===== config.mk =====
export PLATFORM = sky130hd
export DESIGN_NAME = order_issue_ctrl
export DESIGN_NICKNAME = d
export VERILOG_FILES = /design/src/rtl/order_issue_ctrl.sv
export SDC_FILE = /design/constraint.sdc
export NUM_CORES = 1
export LEC_CHECK = 0
export BUFFER_PORTS_ARGS = -buffer_cell sky130_fd_sc_hd__buf_2
export CORE_UTILIZATION = 30
export CTS_CLUSTER_DIAMETER = 200
export DETAILED_ROUTE_END_ITERATION = 7
export PLACE_DENSITY = 0.49
export SKIP_LAST_GASP = 1
export SLEW_MARGIN = 0
export SYNTH_ARGS = -nofsm -noshare
export SYNTH_HDL_FRONTEND = slang
export SYNTH_SLANG_ARGS = --single-unit

===== constraint.sdc =====
create_clock -name m00_axi_aclk -period 2.3 [get_ports m00_axi_aclk]
set_input_delay 0.46 -clock m00_axi_aclk [delete_from_list [all_inputs] [get_ports m00_axi_aclk]]
set_output_delay 0.46 -clock m00_axi_aclk [all_outputs]
set_load 0.01 [all_outputs]

===== src/rtl/order_issue_ctrl.sv =====
// AXI-Lite master that drains a FIFO of {addr, data} orders into single register writes.
// Writes to GATE_ADDR wait for STATUS_ADDR to read non-zero; ORDER_POLL_TIMEOUT_EN bounds that wait.
//
// state   | meaning
// IDLE    | waiting for an order at the FIFO head
// POLL_AR | status read address in flight
// POLL_R  | waiting for status read data
// WR      | AW and W of the head order in flight
// WAIT_B  | waiting for the write response; head pops here
module order_issue_ctrl #(
    parameter int                         AXIL_DATA_WIDTH = 32,
    parameter int                         AXIL_ADDR_WIDTH = 8,
    parameter int                         FIFO_DEPTH      = 4,
    parameter logic [AXIL_ADDR_WIDTH-1:0] GATE_ADDR       = 8'h48,
    parameter logic [AXIL_ADDR_WIDTH-1:0] STATUS_ADDR     = 8'h4c,
    parameter int                         POLL_LIMIT      = 1024
) (
    input  logic                         m00_axi_aclk,
    input  logic                         m00_axi_aresetn,
    input  logic                         ord_valid,
    output logic                         ord_ready,
    input  logic [AXIL_ADDR_WIDTH-1:0]   ord_addr,
    input  logic [AXIL_DATA_WIDTH-1:0]   ord_data,
    output logic [AXIL_ADDR_WIDTH-1:0]   m00_axi_awaddr,
    output logic [2:0]                   m00_axi_awprot,
    output logic                         m00_axi_awvalid,
    input  logic                         m00_axi_awready,
    output logic [AXIL_DATA_WIDTH-1:0]   m00_axi_wdata,
    output logic [AXIL_DATA_WIDTH/8-1:0] m00_axi_wstrb,
    output logic                         m00_axi_wvalid,
    input  logic                         m00_axi_wready,
    input  logic [1:0]                   m00_axi_bresp,
    input  logic                         m00_axi_bvalid,
    output logic                         m00_axi_bready,
    output logic [AXIL_ADDR_WIDTH-1:0]   m00_axi_araddr,
    output logic [2:0]                   m00_axi_arprot,
    output logic                         m00_axi_arvalid,
    input  logic                         m00_axi_arready,
    input  logic [AXIL_DATA_WIDTH-1:0]   m00_axi_rdata,
    input  logic [1:0]                   m00_axi_rresp,
    input  logic                         m00_axi_rvalid,
    output logic                         m00_axi_rready,
    output logic                         busy,
    output logic                         err,
    output logic [15:0]                  issued_cnt
);

    localparam int PTR_W = (FIFO_DEPTH > 2) ? $clog2(FIFO_DEPTH) : 1;
    localparam int CNT_W = $clog2(FIFO_DEPTH + 1);

    if (FIFO_DEPTH < 2 || (FIFO_DEPTH & (FIFO_DEPTH - 1)) != 0 || POLL_LIMIT < 1) begin : g_param_check
        $error("order_issue_ctrl: FIFO_DEPTH must be a power of two >= 2 and POLL_LIMIT >= 1");
    end

    typedef enum logic [2:0] {IDLE, POLL_AR, POLL_R, WR, WAIT_B} state_t;

    state_t state;

    logic [AXIL_ADDR_WIDTH-1:0] fifo_addr [FIFO_DEPTH];
    logic [AXIL_DATA_WIDTH-1:0] fifo_data [FIFO_DEPTH];
    logic [PTR_W-1:0]           wr_ptr;
    logic [PTR_W-1:0]           rd_ptr;
    logic [CNT_W-1:0]           count;
    logic                       fifo_empty;
    logic                       push;
    logic                       pop;
    logic [AXIL_ADDR_WIDTH-1:0] head_addr;
    logic [AXIL_DATA_WIDTH-1:0] head_data;
    logic                       aw_done;
    logic                       w_done;

    assign ord_ready  = (count != CNT_W'(FIFO_DEPTH));
    assign fifo_empty = (count == '0);
    assign push       = ord_valid && ord_ready;
    assign head_addr  = fifo_addr[rd_ptr];
    assign head_data  = fifo_data[rd_ptr];
    assign busy       = !fifo_empty || (state != IDLE);

    assign m00_axi_awprot = 3'b000;
    assign m00_axi_arprot = 3'b000;
    assign m00_axi_wstrb  = '1;
    assign m00_axi_araddr = STATUS_ADDR;

    assign aw_done = !m00_axi_awvalid || m00_axi_awready;
    assign w_done  = !m00_axi_wvalid || m00_axi_wready;

`ifdef ORDER_POLL_TIMEOUT_EN
    localparam int POLL_W = $clog2(POLL_LIMIT + 1);

    // Reads remaining for the current gate; expiry is the last allowed read returning zero.
    logic [POLL_W-1:0] poll_left;
    logic              poll_expire;

    assign poll_expire = (state == POLL_R) && m00_axi_rvalid && (m00_axi_rdata == '0)
                         && (poll_left == POLL_W'(1));
`endif

    always_comb begin
        pop = m00_axi_bready && m00_axi_bvalid;
`ifdef ORDER_POLL_TIMEOUT_EN
        if (poll_expire) begin
            pop = 1'b1;
        end
`endif
    end

    always_ff @(posedge m00_axi_aclk) begin
        if (push) begin
            fifo_addr[wr_ptr] <= ord_addr;
            fifo_data[wr_ptr] <= ord_data;
        end
    end

    always_ff @(posedge m00_axi_aclk or negedge m00_axi_aresetn) begin
        if (!m00_axi_aresetn) begin
            wr_ptr <= '0;
            rd_ptr <= '0;
            count  <= '0;
        end else begin
            if (push) begin
                wr_ptr <= wr_ptr + PTR_W'(1);
            end
            if (pop) begin
                rd_ptr <= rd_ptr + PTR_W'(1);
            end
            case ({push, pop})
                2'b10:   count <= count + CNT_W'(1);
                2'b01:   count <= count - CNT_W'(1);
                default: count <= count;
            endcase
        end
    end

    always_ff @(posedge m00_axi_aclk or negedge m00_axi_aresetn) begin
        if (!m00_axi_aresetn) begin
            state           <= IDLE;
            m00_axi_awaddr  <= '0;
            m00_axi_awvalid <= 1'b0;
            m00_axi_wdata   <= '0;
            m00_axi_wvalid  <= 1'b0;
            m00_axi_bready  <= 1'b0;
            m00_axi_arvalid <= 1'b0;
            m00_axi_rready  <= 1'b0;
            err             <= 1'b0;
            issued_cnt      <= '0;
`ifdef ORDER_POLL_TIMEOUT_EN
            poll_left       <= '0;
`endif
        end else begin
            case (state)
                IDLE: begin
                    if (!fifo_empty) begin
                        if (head_addr == GATE_ADDR) begin
                            state           <= POLL_AR;
                            m00_axi_arvalid <= 1'b1;
`ifdef ORDER_POLL_TIMEOUT_EN
                            poll_left       <= POLL_W'(POLL_LIMIT);
`endif
                        end else begin
                            state           <= WR;
                            m00_axi_awvalid <= 1'b1;
                            m00_axi_wvalid  <= 1'b1;
                            m00_axi_awaddr  <= head_addr;
                            m00_axi_wdata   <= head_data;
                        end
                    end
                end
                POLL_AR: begin
                    if (m00_axi_arready) begin
                        m00_axi_arvalid <= 1'b0;
                        m00_axi_rready  <= 1'b1;
                        state           <= POLL_R;
                    end
                end
                POLL_R: begin
                    if (m00_axi_rvalid) begin
                        m00_axi_rready <= 1'b0;
                        if (m00_axi_rresp != 2'b00) begin
                            err <= 1'b1;
                        end
                        if (m00_axi_rdata != '0) begin
                            state           <= WR;
                            m00_axi_awvalid <= 1'b1;
                            m00_axi_wvalid  <= 1'b1;
                            m00_axi_awaddr  <= head_addr;
                            m00_axi_wdata   <= head_data;
                        end else begin
`ifdef ORDER_POLL_TIMEOUT_EN
                            if (poll_left == POLL_W'(1)) begin
                                err   <= 1'b1;
                                state <= IDLE;
                            end else begin
                                state           <= POLL_AR;
                                m00_axi_arvalid <= 1'b1;
                                poll_left       <= poll_left - POLL_W'(1);
                            end
`else
                            state           <= POLL_AR;
                            m00_axi_arvalid <= 1'b1;
`endif
                        end
                    end
                end
                WR: begin
                    if (m00_axi_awvalid && m00_axi_awready) begin
                        m00_axi_awvalid <= 1'b0;
                    end
                    if (m00_axi_wvalid && m00_axi_wready) begin
                        m00_axi_wvalid <= 1'b0;
                    end
                    if (aw_done && w_done) begin
                        state          <= WAIT_B;
                        m00_axi_bready <= 1'b1;
                    end
                end
                WAIT_B: begin
                    if (m00_axi_bvalid) begin
                        m00_axi_bready <= 1'b0;
                        issued_cnt     <= issued_cnt + 16'd1;
                        if (m00_axi_bresp != 2'b00) begin
                            err <= 1'b1;
                        end
                        state <= IDLE;
                    end
                end
                default: state <= IDLE;
            endcase
        end
    end

endmodule

# Word level (Yosys, flattened, before mapping)
# Memories as Yosys holds them, arrays and structs flattened.
# Cells that the tools add are included.
# W data, S select, Z words.
[op_classes]
reduce_logical = 33
n_shift = 0
add_sub_neg = 5
muxes = 46
n_mul = 0
bitwise_logic = 0
magnitude_cmp = 0
eq_ne = 21
n_div = 0
[ops]
columns = ["cell", "n"]
rows = [
  ["$mux W32", 4],
  ["$pmux W32 S2", 1],
  ["$mux W8", 4],
  ["$reduce_bool A32 Y1", 1],
  ["$ne A2 B2 Y1 const B", 13],
  ["$mux W1", 21],
  ["$reduce_and A6 Y1", 3],
  ["$add A16 B1 Y16 const B", 1],
  ["$pmux W8 S2", 1],
  ["$mux W3", 5],
  ["$pmux W3 S5", 1],
  ["$reduce_and A5 Y1", 3],
  ["$reduce_bool A2 Y1", 7],
  ["$pmux W1 S3", 3],
  ["$reduce_bool A3 Y1", 3],
  ["$eq A8 B7 Y1 const B", 1],
  ["$eq A3 B2 Y1 const B", 2],
  ["$logic_not A3 Y1", 2],
  ["$pmux W1 S2", 3],
  ["$pmux W3 S2", 1],
  ["$reduce_and A3 Y1", 2],
  ["$logic_and A1 B1 Y1", 5],
  ["$add A2 B1 Y2 const B", 2],
  ["$mux W2", 2],
  ["10 further kinds", 14],
]
[totals]
mem_count = 2
in_bits = 84
output_inout_bits = 82
mem_bits_ro = 0
mem_bits_rw = 160
register_bits = 72
latchBits = 0
[mem_list]
columns = ["name", "words", "word_bits", "rd", "rd_clocked_by_memory_dff", "wr", "line", "source"]
rows = [
  ["fifo_data", 4, 32, 1, 0, 1, "60", "logic [AXIL_DATA_WIDTH-1:0] fifo_data [FIFO_DEPTH];"],
  ["fifo_addr", 4, 8, 1, 0, 1, "59", "logic [AXIL_ADDR_WIDTH-1:0] fifo_addr [FIFO_DEPTH];"],
]

# Logic depth before layout (Yosys ltp)
# Gate-level depths: netlist of the first run.
[depth]
ltp_word = 5
ltp_mapped = 10
depth_no_buf = 10

# Least setup slack after synthesis of the first run
# Ideal clock, no wire load.
[synth_path]
kind = "reg-to-reg"
start = "reg rd_ptr[0]"
end = "reg m00_axi_wdata[10]"
setup_slack_ns = -0.224
stages_incl_launch_ff = 11
arrival_time_ns = 2.399
path_buffers = 4
cell_sequence = "dfrtp_1 -> buf_6 -> buf_4 -> mux4_2 -> nor4b_1 -> nand2_1 -> nor2_1 -> or4_4 -> buf_6 -> buf_6 -> mux2_4"
[synth_via]
elab_chain_len = 4
[synth_rtl]
columns = ["item", "line", "source"]
rows = [
  ["start: declaration", "62", "logic [PTR_W-1:0] rd_ptr;"],
  ["start signal: assignment", "124", "rd_ptr <= rd_ptr + PTR_W'(1);"],
  ["$mem_v2 Z4 W8 / $mem_v2 Z4 W32 (equally long branches)", "n/a", ""],
  ["$eq A8 B7 Y1, or another cell as far along", "153", "if (head_addr == GATE_ADDR) begin"],
  ["$ne A2 B2 Y1 (no line), or another cell as far along", "n/a", ""],
  ["$reduce_and A5 Y1 (no line) / $pmux W32 S2 (equally long branches)", "n/a", ""],
  ["end signal: assignment", "164", "m00_axi_wdata <= head_data;"],
  ["end signal: assignment", "186", "m00_axi_wdata <= head_data;"],
  ["end: declaration", "28", "output logic [AXIL_DATA_WIDTH-1:0] m00_axi_wdata,"],
]
# Parallel ways exist; a longest one is shown, timed or not. The select of a mux whose other input is x is not followed.
# A chain may end at the register's enable or synchronous reset.

# Worst setup path after layout of the first run
[layout_path]
start = "reg rd_ptr[0]"
end = "reg m00_axi_wdata[21]"
# Same word-level chain as after synthesis.

==> results.md, run 1 <==
* Via-to-Cell Ratio at ~4.6
* CP endpoint kind: flip-flop
* Fin crit share at 113.4%
* DRT Pass-1 Iters at 4
* CTS tree: yes
* H-tree depth at 1
* Clock skew at 16.65 ps
* Crit path max-delay cell type: or4_4
* Final Util at 38.53%
* Vias at 4,966
* Die H at 177.5 um
* Clk_lat worst skew at 520 ps
* GP Congestion at 0.7887
* Setup WS post-layout at -308.5 ps
* Synth Flop Type: edfxtp_1
* Initial Util at 30.84%
* Outcome: finished with violations
* First-pass GRT wire length at 30,350 um
* Root Driver: clkbuf_16
* CP arrival at 3010 ps
* Pwr Total at 15.37 mW
* Cell Chain, Critical Path: buf_12 -> mux4_2 -> nor4b_4 -> nand2_2 -> nor2_4 -> or4_4 -> clkbuf_16 -> mux2_4
* Worst slew pin tran at 572.4 ps
* Max-slew violations at 0
* DRT iter0 DRCs at around 270
* PD cells at 1332 nW/um^2
* Max-Slew Margin vs Limit at 61.49%
* Comb pwr share at 35.3%
* Initial antenna violation count at 4
* Post-route DRC violation count at 0
* Antenna Nets Post-Route at 0
* Final hold violation count at 0
* Clock Path Buffers at 3
* CTS Sinks at 232
* Leakage power at 4.537 nW
* Netlist cell types at slightly above 40
* Top cell type's share of synthesized area at 52.00%
* Internal power at 10.75 mW
* Area after DPL at about 11,000 sq um
* CTS Buf Count at 26
* Synth top area cells: edfxtp_1, dfrtp_1, mux4_2
* Post-synth ARST share at 31.03%
* Synthesized area at 9239 sq um
* Final min period at around 2600 ps
* Startpoint types: flip-flop
* Core ar. at between 20,000 and 30,000 sq um
* I/O Buffers at between 100 and 150
* Dpl hpwl at about 13,000 um
* Chip width at 177.5 um
* Power share of the clock group at roughly a quarter
* I/O pin count at 166
* Net Sw Frac at between 30% and 40%
* Max-cap violation count at 0
* Design Area, Final at 11,540 sq um
* Final Setup Violations at 44
* Seq pwr share at 40.2%
* Largest net degree at the start of global routing at 35
* Min-Delay Path Class: in -> reg
* Layout area overhead at 24.92%
* Ys Warns at 0
* Worst path buffer plus inverter count at 2
* Syn avg cell area at 19.09 sq um
* Slowest stage delay, CP at ~600 ps
* All-Layer GR Usage at 12.74%
* Final #Nets at 766
* Number of global-route vias before repair at ~5,300
* CP delay by family, top: simple AND/OR/NAND/NOR gates
* Post-synthesis sequential element count at about 230
* Critical path type: reg -> reg
* Fmax at 383.4 MHz
* Psw at 4.619 mW
* Critical Path RT at approximately 2700 ps
* CP Max Fanout at 11
* Placement row count at 63
* Avg WL per Cell at approximately 19 um
* Post-Synthesis Cells at between 400 and 500
* Clock-pin slew on the worst setup and hold paths at 60 ps
* Die area at approximately 32,000 sq um
* Grt ovf at 0
* RSZ-0062 raised after global routing: true
* Synth area leader: edfxtp_1
* Post-synth EDFFs at 160
* Register area share after synthesis at 71.51%
* Share of cells above drive strength 1 at 44.46%
* Maximum VDD drop at 743.2 uV
* Routed WL at 20,350 um
* Failing checks: negative setup slack
[power by group through the flow]
stage / sequential [mW] / combinational, mW / clock, mW
after global placement: 6.24 / 5.02 / 0
after floorplan: 6.28 / 3.51 / 0
after global routing: 6.28 / 5.88 / 4.06
after CTS: 6.18 / 5.31 / 3.89
after detailed placement: 6.27 / 5.14 / 0
final: 6.17 / 5.43 / 3.76
[cells in the final DEF, fill, tap and decap left out, drive strengths merged, types with 10 or more instances in the layout]
master / count
buf: 178
clkbuf: 41
conb: 18
dfrtp: 72
edfxtp: 160
inv: 12
mux2: 41
mux4: 40
nand2: 18
nand3: 11
nor4: 12
o21ai: 10
xnor2: 15
[Yosys cell counts (3+ instances only)]
library cell and number:
nand4_1 5, inv_1 12, a21oi_1 5, nand3_1 11, buf_12 3, mux2_2 4
xor2_1 6, nor2_1 8, o21ai_0 10, dfrtp_1 72, mux2_4 37, edfxtp_1 160
buf_4 19, buf_6 3, nand2_1 18, and3_1 7, mux4_2 38, clkbuf_1 6
ha_1 6, nor4_1 12, xnor2_1 15
[layout make-up]
type                    instances  area [sq um]
repair buffers                181          1151
well taps                     390         488.0
clock buffers                  39         729.5
multi-input cells             222          2456
fillers                      2809         18410
inverters                      12         45.04
diodes                          3         7.507
clock inverters                 9         52.55
flip-flops and latches        232          6611
[per-layer routing]
layer / vias up / share of wire, % / track usage, %
met5: - / 0.064 / 0
met4: 2 / 1.7 / 3.063
met3: 32 / 7.1 / 3.363
met2: 183 / 49 / 21.88
met1: 2517 / 42 / 15.93
li1: 2232 / - / -
[cell families (layout without fill, tap and decap cells)]
family,Yosys count,count (layout),share of synthesized area [%]
simple gates,73,73,4.225
other cells,2,21,0.08129
flops,232,232,71.51
fa+ha+maj,7,7,1.029
compound gates,21,21,1.300
xor+xnor,21,21,1.991
buf+inv,46,241,3.426
mux,82,82,16.44
[sequential cells by signal (all words and copies together) (netlist names)]
register,flops
fifo_addr,32
err,1
m00_axi_rready,1
m00_axi_awvalid,1
m00_axi_bready,1
rd_ptr,2
count,3
fifo_data,128
state,3
m00_axi_wvalid,1
issued_cnt,16
m00_axi_wdata,32
m00_axi_awaddr,8
wr_ptr,2
m00_axi_arvalid,1
[worst reg2reg max path, delay by kind of cell (launching register included)]
kind	cells	cell delay, ps
AND/OR/NAND/NOR	4	890
multiplexers	2	730
flip-flops	1	480
buffers and inverters	2	390
[per-stage QoR]
stage / setup slack, ps / TNS, ps / hold slack, ps / cells
after detailed placement: -300.3 / -11080 / 462.7 / 1029
after global placement: -310.0 / -10190 / 441.3 / 1029
after CTS: -290.8 / -10960 / 124.1 / 1082
after global routing: -367.2 / -14640 / 124.2 / 1085
after floorplan: -115.2 / -4244 / 164.4 / 500
final: -308.5 / -11710 / 148.5 / 1088
[worst paths after layout]
check / from / end / slack [ps] / cells after the start
min reg2reg: err$_DFFE_PN0P_ / err$_DFFE_PN0P_ / 470 / 1
min: ord_data[20] / fifo_data[3][20]$_DFFE_PP_ / 150 / 1
max in group asynchronous: m00_axi_aresetn / m00_axi_awaddr[1]$_DFFE_PN0P_ / 1240 / 3
max: rd_ptr[0]$_DFFE_PN0P_ / m00_axi_wdata[21]$_DFFE_PN0P_ / -310 / 8
min in group asynchronous: m00_axi_aresetn / issued_cnt[13]$_DFFE_PN0P_ / 460 / 2
max reg2reg: rd_ptr[0]$_DFFE_PN0P_ / m00_axi_wdata[21]$_DFFE_PN0P_ / -310 / 8
[what timing repair did]
action                                  CTS  global route
setup buffers                             4             1
hold endpoints to repair                 31             0
cloned                                    0             2
endpoints found under the setup margin   42            45
hold buffers                              1             0
resized for setup                         6            10
No activity file was read; power rests on OpenSTA's default activity.
==> run 2, diff against run 1 <==
Settings changed: PLACE_DENSITY 0.49 to 0.58.
==> run 2 against run 1 <==
  * The run still ends with negative setup slack left
  * Die area unchanged
  * Sequential power hardly changed
  * Critical path depth unchanged
  * Utilization is 0.64 points higher
  * Critical path type unchanged
  * Largest cell class unchanged
==> results.md, run 2 (synthesized netlist as in run 1, its figures left out) <==
* Outcome: finished with violations
* Failing checks: negative setup slack
* Worst Hold End: fifo_data[3][25]$_DFFE_PP_
* Placement row count at 63 (unchanged)
* Initial antenna violation count at 5 (+1)
* I/O Buffers at 147 (unchanged)
* Maximum VDD drop at 839.4 uV (+13%)
* CTS Buf Count at 27 (+3.8%)
* Final hold violation count at 0 (unchanged)
* Routed WL at 19,120 um (-6.0%)
* Most Frequent Cell on Critical Path: buf_12
* Layout area overhead at 26.99%
* R2r startpoint: rd_ptr[0]$_DFFE_PN0P_
* Worst Hold Path Cells at 1 (unchanged)
* Max-slew violations at 0 (unchanged)
* HP Start: ord_data[25]
* RSZ-0062 raised after global routing: true
* Via-to-Cell Ratio at 4.428 (-3.0%)
* PD cells at 1340 nW/um^2 (+0.60%)
* CP arrival at 2940 ps (-70 ps)
* Critical path type: reg -> reg
* Final min period at 2515 ps (-93.16 ps)
* Clock Path Buffers at 3 (unchanged)
* Setup TNS at -7471 ps (+4240 ps)
* Max reg flops at 128 (unchanged)
* Largest net degree at the start of global routing at 37 (+5.7%)
* Clk_lat worst skew at 550 ps (+30 ps)
* Avg WL per Cell at 17.37 um (-7.1%)
* Core ar. at 29,950 sq um (unchanged)
* Chip width at 177.5 um (unchanged)
* DRT Pass-1 Iters at 4 (unchanged)
* Final #Nets at 780 (+1.8%)
* Clock-pin slew on the worst setup and hold paths at 60 ps (about the same)
* Final Setup Violations at 44 (unchanged)
* Leakage power at 4.644 nW (+2.4%)
* Setup WS post-layout at -215.4 ps (+93.16 ps)
* DRT iter0 DRCs at 152 (-43%)
* Post-route DRC violation count at 0 (unchanged)
* Final Util at 39.17% (+0.64 points)
* R2r endpoint: m00_axi_wdata[17]$_DFFE_PN0P_
* Fin crit share at 109.4% (-4.1 points)
* Commonest non-fill, non-tap cell in the layout: edfxtp_1
* Vias at 4,875 (-1.8%)
* H-tree depth at 1 (unchanged)
* CP endpoint kind: flip-flop
* Startpoint types: flip-flop
* Cell Chain, Critical Path: buf_12 -> mux4_2 -> nor4b_4 -> nand2_2 -> nor2_4 -> or4_4 -> buf_12 -> mux2_4
* Setup slack, reg-to-reg at -220 ps (+90 ps)
* Crit path max-delay cell type: dfrtp_4
* GP Congestion at 0.7757 (-1.6%)
* Die area at 31,500 sq um (unchanged)
* Antenna Nets Post-Route at 0 (unchanged)
* Design Area, Final at 11,730 sq um (+1.7%)
* Max-cap violation count at 0 (unchanged)
* Slowest stage delay, CP at 530 ps (-60 ps)
* Initial Util at 30.84% (unchanged)
* Critical Path RT at 2720 ps (+20 ps)
* R2r worst-path depth at 8 (unchanged)
* Number of global-route vias before repair at 5,069 (-4.4%)
* Area after DPL at 10,660 sq um (+0.95%)
* Most frequent cells in the layout: edfxtp_1, buf_2, dfrtp_1, mux4_2, mux2_4
* Dpl hpwl at 12,830 um (-1.0%)
* Clock skew at 12.35 ps (-4.295 ps)
* Fmax at 397.6 MHz (+3.7%)
* Top reg by flops: fifo_data
* First-pass GRT wire length at 29,210 um (-3.8%)
* All-Layer GR Usage at 12.25% (-0.49 points)
* CP Max Fanout at 19 (+8)
* Die H at 177.5 um (unchanged)
* CTS tree: yes
* Share of cells above drive strength 1 at 46.62% (+2.2 points)
* Number of fill cells in the layout at 2,760 (-1.7%)
* Top flop regs: fifo_data: 128 flops, fifo_addr: 32 flops, m00_axi_wdata: 32 flops
* Root Driver: clkbuf_16
* Min-Delay Path Class: in -> reg
* Grt ovf at 0 (unchanged)
* CTS Sinks at 232 (unchanged)
* I/O pin count at 166 (unchanged)
==> run 2: changes by cell type in the layout (fill, tap and decap cells not counted), moves of 3 or more <==
cell / previous run / this run
clkbuf_1: 10 / 5
buf_4: 22 / 34
buf_12: 9 / 12
clkinv_4: 0 / 3
==> run 2: worst max-delay path by stage <==
stage	end	slack, ps	startpoint
4_1_cts	m00_axi_wdata[17]$_DFFE_PN0P_	-260	rd_ptr[0]$_DFFE_PN0P_
6_report	m00_axi_wdata[17]$_DFFE_PN0P_	-220	rd_ptr[0]$_DFFE_PN0P_
3_3_place_gp	m00_axi_wdata[10]$_DFFE_PN0P_	-320	rd_ptr[0]$_DFFE_PN0P_
5_1_grt	m00_axi_wdata[4]$_DFFE_PN0P_	-300	rd_ptr[0]$_DFFE_PN0P_
2_1_floorplan	m00_axi_awaddr[0]$_DFFE_PN0P_	-120	rd_ptr[0]$_DFFE_PN0P_
3_5_place_dp	m00_axi_wdata[13]$_DFFE_PN0P_	-320	rd_ptr[0]$_DFFE_PN0P_
==> run 2: power breakdown <==
part / total (mW) / internal (mW) / switching (mW)
combinational: 5.35 / 2.96 / 2.39
sequential: 6.17 / 5.64 / 0.530
clock: 4.19 / 2.47 / 1.73
==> run 2: through the flow <==
| step | worst slack (ps) | power [mW] | instances | hold slack [ps] |
|---|---|---|---|---|
| after floorplan | -115.2 | 9.791 | 500 | 164.4 |
| after global placement | -323.6 | 11.35 | 1039 | 375.3 |
| after detailed placement | -323.7 | 11.44 | 1039 | 377.0 |
| after CTS | -255.7 | 15.89 | 1097 | 106.2 |
| after global routing | -303.5 | 16.59 | 1100 | 106.7 |
| final | -215.4 | 15.72 | 1101 | 127.6 |
==> run 2: area by class of cell <==
class                      count  area, sq um  area share (%)
multi-input combinational    222         2449           20.87
clock inverter                16        158.9           1.354
tap                          390        488.0           4.159
sequential                   232         6611           56.35
inverter                      12        47.55          0.4052
antenna                        1        2.502         0.02133
timing repair buffer         194         1254           10.69
clock buffer                  34        721.9           6.153
==> run 2: critical path: cells and delay by family (launching register included) <==
| family | cells | cell delay (ps) |
|---|---|---|
| buffers and inverters | 2 | 350 |
| and+or+nand+nor | 4 | 730 |
| DFF | 1 | 530 |
| muxes | 2 | 770 |
==> run 2: layer usage <==
layer,vias up,routed length (um),global-route usage (%)
li1,2262,-,-
met1,2394,8062,15.11
met2,178,8930,20.25
met3,35,1728,4.499
met4,6,368,3.063
met5,-,30,0
==> run 2: repair_timing <==
action,4_1_cts,5_1_grt
cloned,0,0
pin swaps,2,1
setup buffers,7,3
hold endpoints to repair,18,0
setup endpoints to repair,45,46
hold buffers,1,0
resized for setup,13,5
==> run 3, diff against run 2 <==
Settings changed: RECOVER_POWER set to 100.
==> run 3 against run 2 <==
  * Highest routed layer unchanged
  * Largest cell class unchanged
  * Critical path type unchanged
  * Routed wire length up 0.11%
  * Worst setup slack got worse by 2.2 ps
  * Critical endpoint unchanged
  * The run still ends with negative setup slack left
  * Via count up 0.37%
==> results.md, run 3 (synthesized netlist as in run 1, its figures left out) <==
* Share of cells above drive strength 1 at 40.70% (-5.9 points)
* R2r worst-path depth at 8 (unchanged)
* First-pass GRT wire length at 29,210 um (unchanged)
* Clock skew at 13.85 ps (+1.502 ps)
* I/O pin count at 166 (unchanged)
* Top flop regs: fifo_data: 128 flops, fifo_addr: 32 flops, m00_axi_wdata: 32 flops
* Register area at 6611 sq um (unchanged)
* Layout area overhead at 26.23%
* Most Frequent Cell on Critical Path: buf_12
* Vias at 4,893 (+0.37%)
* Max-cap violation count at 0 (unchanged)
* Crit path launch: rd_ptr[0]$_DFFE_PN0P_
* Slowest stage delay, CP at 530 ps (about the same)
* Top Layer Used: met5
* Clk_lat worst skew at 550 ps (about the same)
* Design Area, Final at 11,660 sq um (-0.60%)
* Root Driver: clkbuf_16
* Critical path type: reg -> reg
* Number of global-route vias before repair at 5,069 (unchanged)
* Critical Path RT at 2720 ps (about the same)
* Footprint of the multi-input gates at 2449 sq um (unchanged)
* Chip width at 177.5 um (unchanged)
* Max reg flops at 128 (unchanged)
* RSZ-0062 raised after global routing: true
* Final #Nets at 780 (unchanged)
* Startpoint types: flip-flop
* DRT iter0 DRCs at 161 (+5.9%)
* Worst Hold Path Cells at 2 (+1)
* I/O Buffers at 147 (unchanged)
* Number of fill cells in the layout at 2,780 (+0.72%)
* Outcome: finished with violations
* Post-route DRC violation count at 0 (unchanged)
* Most frequent cells in the layout: edfxtp_1, buf_2, dfrtp_1, clkbuf_1, mux4_2
* Max-slew violations at 0 (unchanged)
* All-Layer GR Usage at 12.25% (unchanged)
* Setup WS post-layout at -217.6 ps (-2.194 ps)
* Crit path max-delay cell type: dfrtp_4
* CP Max Fanout at 19 (unchanged)
* Wl on met1 at 7938 um (-1.5%)
* Avg WL per Cell at 17.37 um (about the same)
* CTS Buf Count at 27 (unchanged)
* Failing checks: negative setup slack
* Leakage power at 4.521 nW (-2.7%)
* Min-Delay Path Class: in -> reg
* R2r endpoint: m00_axi_wdata[17]$_DFFE_PN0P_
* Placement row count at 63 (unchanged)
* Cell Chain, Critical Path: buf_12 -> mux4_2 -> nor4b_4 -> nand2_2 -> nor2_4 -> or4_4 -> buf_12 -> mux2_4
* CTS tree: yes
* Worst slew pin tran at 1170 ps
* Grt ovf at 0 (unchanged)
* CP endpoint kind: flip-flop
* DRT Pass-1 Iters at 4 (unchanged)
* H-tree depth at 1 (unchanged)
* Met2 Wirelength at 8997 um (+0.75%)
* R2r startpoint: rd_ptr[0]$_DFFE_PN0P_
* PD cells at 1345 nW/um^2 (+0.41%)
* Routed WL at 19,140 um (+0.11%)
* Area after DPL at 10,660 sq um (unchanged)
* Die area at 31,500 sq um (unchanged)
* Initial antenna violation count at 2 (-3)
* Final hold violation count at 0 (unchanged)
* Setup slack, reg-to-reg at -220 ps (about the same)
* Via-to-Cell Ratio at 4.440 (+0.28%)
* Fin crit share at 109.5% (about the same)
* GP Congestion at 0.7757 (unchanged)
* Dpl hpwl at 12,830 um (unchanged)
* Core ar. at 29,950 sq um (unchanged)
* Commonest non-fill, non-tap cell in the layout: edfxtp_1
* Maximum VDD drop at 832.9 uV (-0.77%)
* Final Util at 38.93% (-0.23 points)
* Final Setup Violations at 44 (unchanged)
* Antenna Nets Post-Route at 0 (unchanged)
* Clock Path Buffers at 3 (unchanged)
* Fmax at 397.2 MHz (about the same)
* Final min period at 2518 ps (+2.194 ps)
* CP arrival at 2940 ps (about the same)
* Crit path to: m00_axi_wdata[17]$_DFFE_PN0P_
* CTS Sinks at 232 (unchanged)
* Die H at 177.5 um (unchanged)
* Top reg by flops: fifo_data
* Clock-pin slew on the worst setup and hold paths at 60 ps (about the same)
* Largest net degree at the start of global routing at 37 (unchanged)
* Initial Util at 30.84% (unchanged)
* Max-Slew Margin vs Limit at 21.98%
* DR WL met3 at 1825 um (+5.6%)
[run 3: changes by cell type in the layout (fill, tap and decap cells not counted)]
cell | previous run | this run
buf_12 | 12 | 11
clkbuf_1 | 5 | 47
buf_4 | 34 | 31
buf_2 | 145 | 105
diode_2 | 1 | 2
clkbuf_2 | 0 | 1
clkbuf_4 | 0 | 1
[run 3: how the worst min path moves through the flow]
stage                    startpoint                             to
detailed placement  m00_axi_aresetn   m00_axi_wdata[2]$_DFFE_PN0P_
CTS                    ord_data[25]     fifo_data[2][25]$_DFFE_PP_
floorplan           m00_axi_aresetn           count[0]$_DFFE_PN0P_
global route         m00_axi_bvalid           state[2]$_DFFE_PN0P_
global placement    m00_axi_aresetn  m00_axi_wdata[18]$_DFFE_PN0P_
finish               m00_axi_bvalid           state[2]$_DFFE_PN0P_
[run 3: what timing repair did]
| action | 4_1_cts | 5_1_grt |
|---|---|---|
| pin swaps | 2 | 1 |
| resized for setup | 13 | 5 |
| endpoints found under the hold margin | 18 | 0 |
| setup endpoints to repair | 45 | 46 |
| buffers inserted | 7 | 3 |
| gates cloned | 0 | 0 |
| hold buffers | 1 | 0 |
[run 3: through the flow]
step	power [mW]	setup slack (ps)	instances	setup TNS, ps	hold WS, ps
floorplan	9.791	-115.2	500	-4244	164.4
global placement	11.35	-323.6	1039	-12340	375.3
detailed placement	11.44	-323.7	1039	-12130	377.0
CTS	15.89	-255.7	1097	-9235	106.2
global route	16.57	-303.5	1100	-11090	147.3
finish	15.69	-217.6	1102	-7512	169.9
[run 3: power by group]
group	switching [mW]	internal, mW	total (mW)
Combinational	2.39	2.94	5.33
Sequential	0.528	5.64	6.17
Clock	1.72	2.46	4.19
Total	4.64	11.0	15.7
[run 3: layer usage]
layer | up-vias | GRT usage (%)
met3 | 31 | 4.499
met4 | 2 | 3.063
met1 | 2418 | 15.11
li1 | 2259 | -
met2 | 183 | 20.25
met5 | - | 0
[run 3: critical path, delay by kind of cell (launching register included)]
family / cells / cell delay (ps)
simple gates: 4 / 730
flops: 1 / 530
mux: 2 / 770
buf+inv: 2 / 350
[run 3: layout make-up]
cell class / count / area share [%]
timing repair buffer: 194 / 10.13
tap: 390 / 4.184
clock buffer: 34 / 6.190
sequential: 232 / 56.69
antenna: 2 / 0.04291
inverter: 12 / 0.4077
multi-input combinational: 222 / 21.00
clock inverter: 16 / 1.363
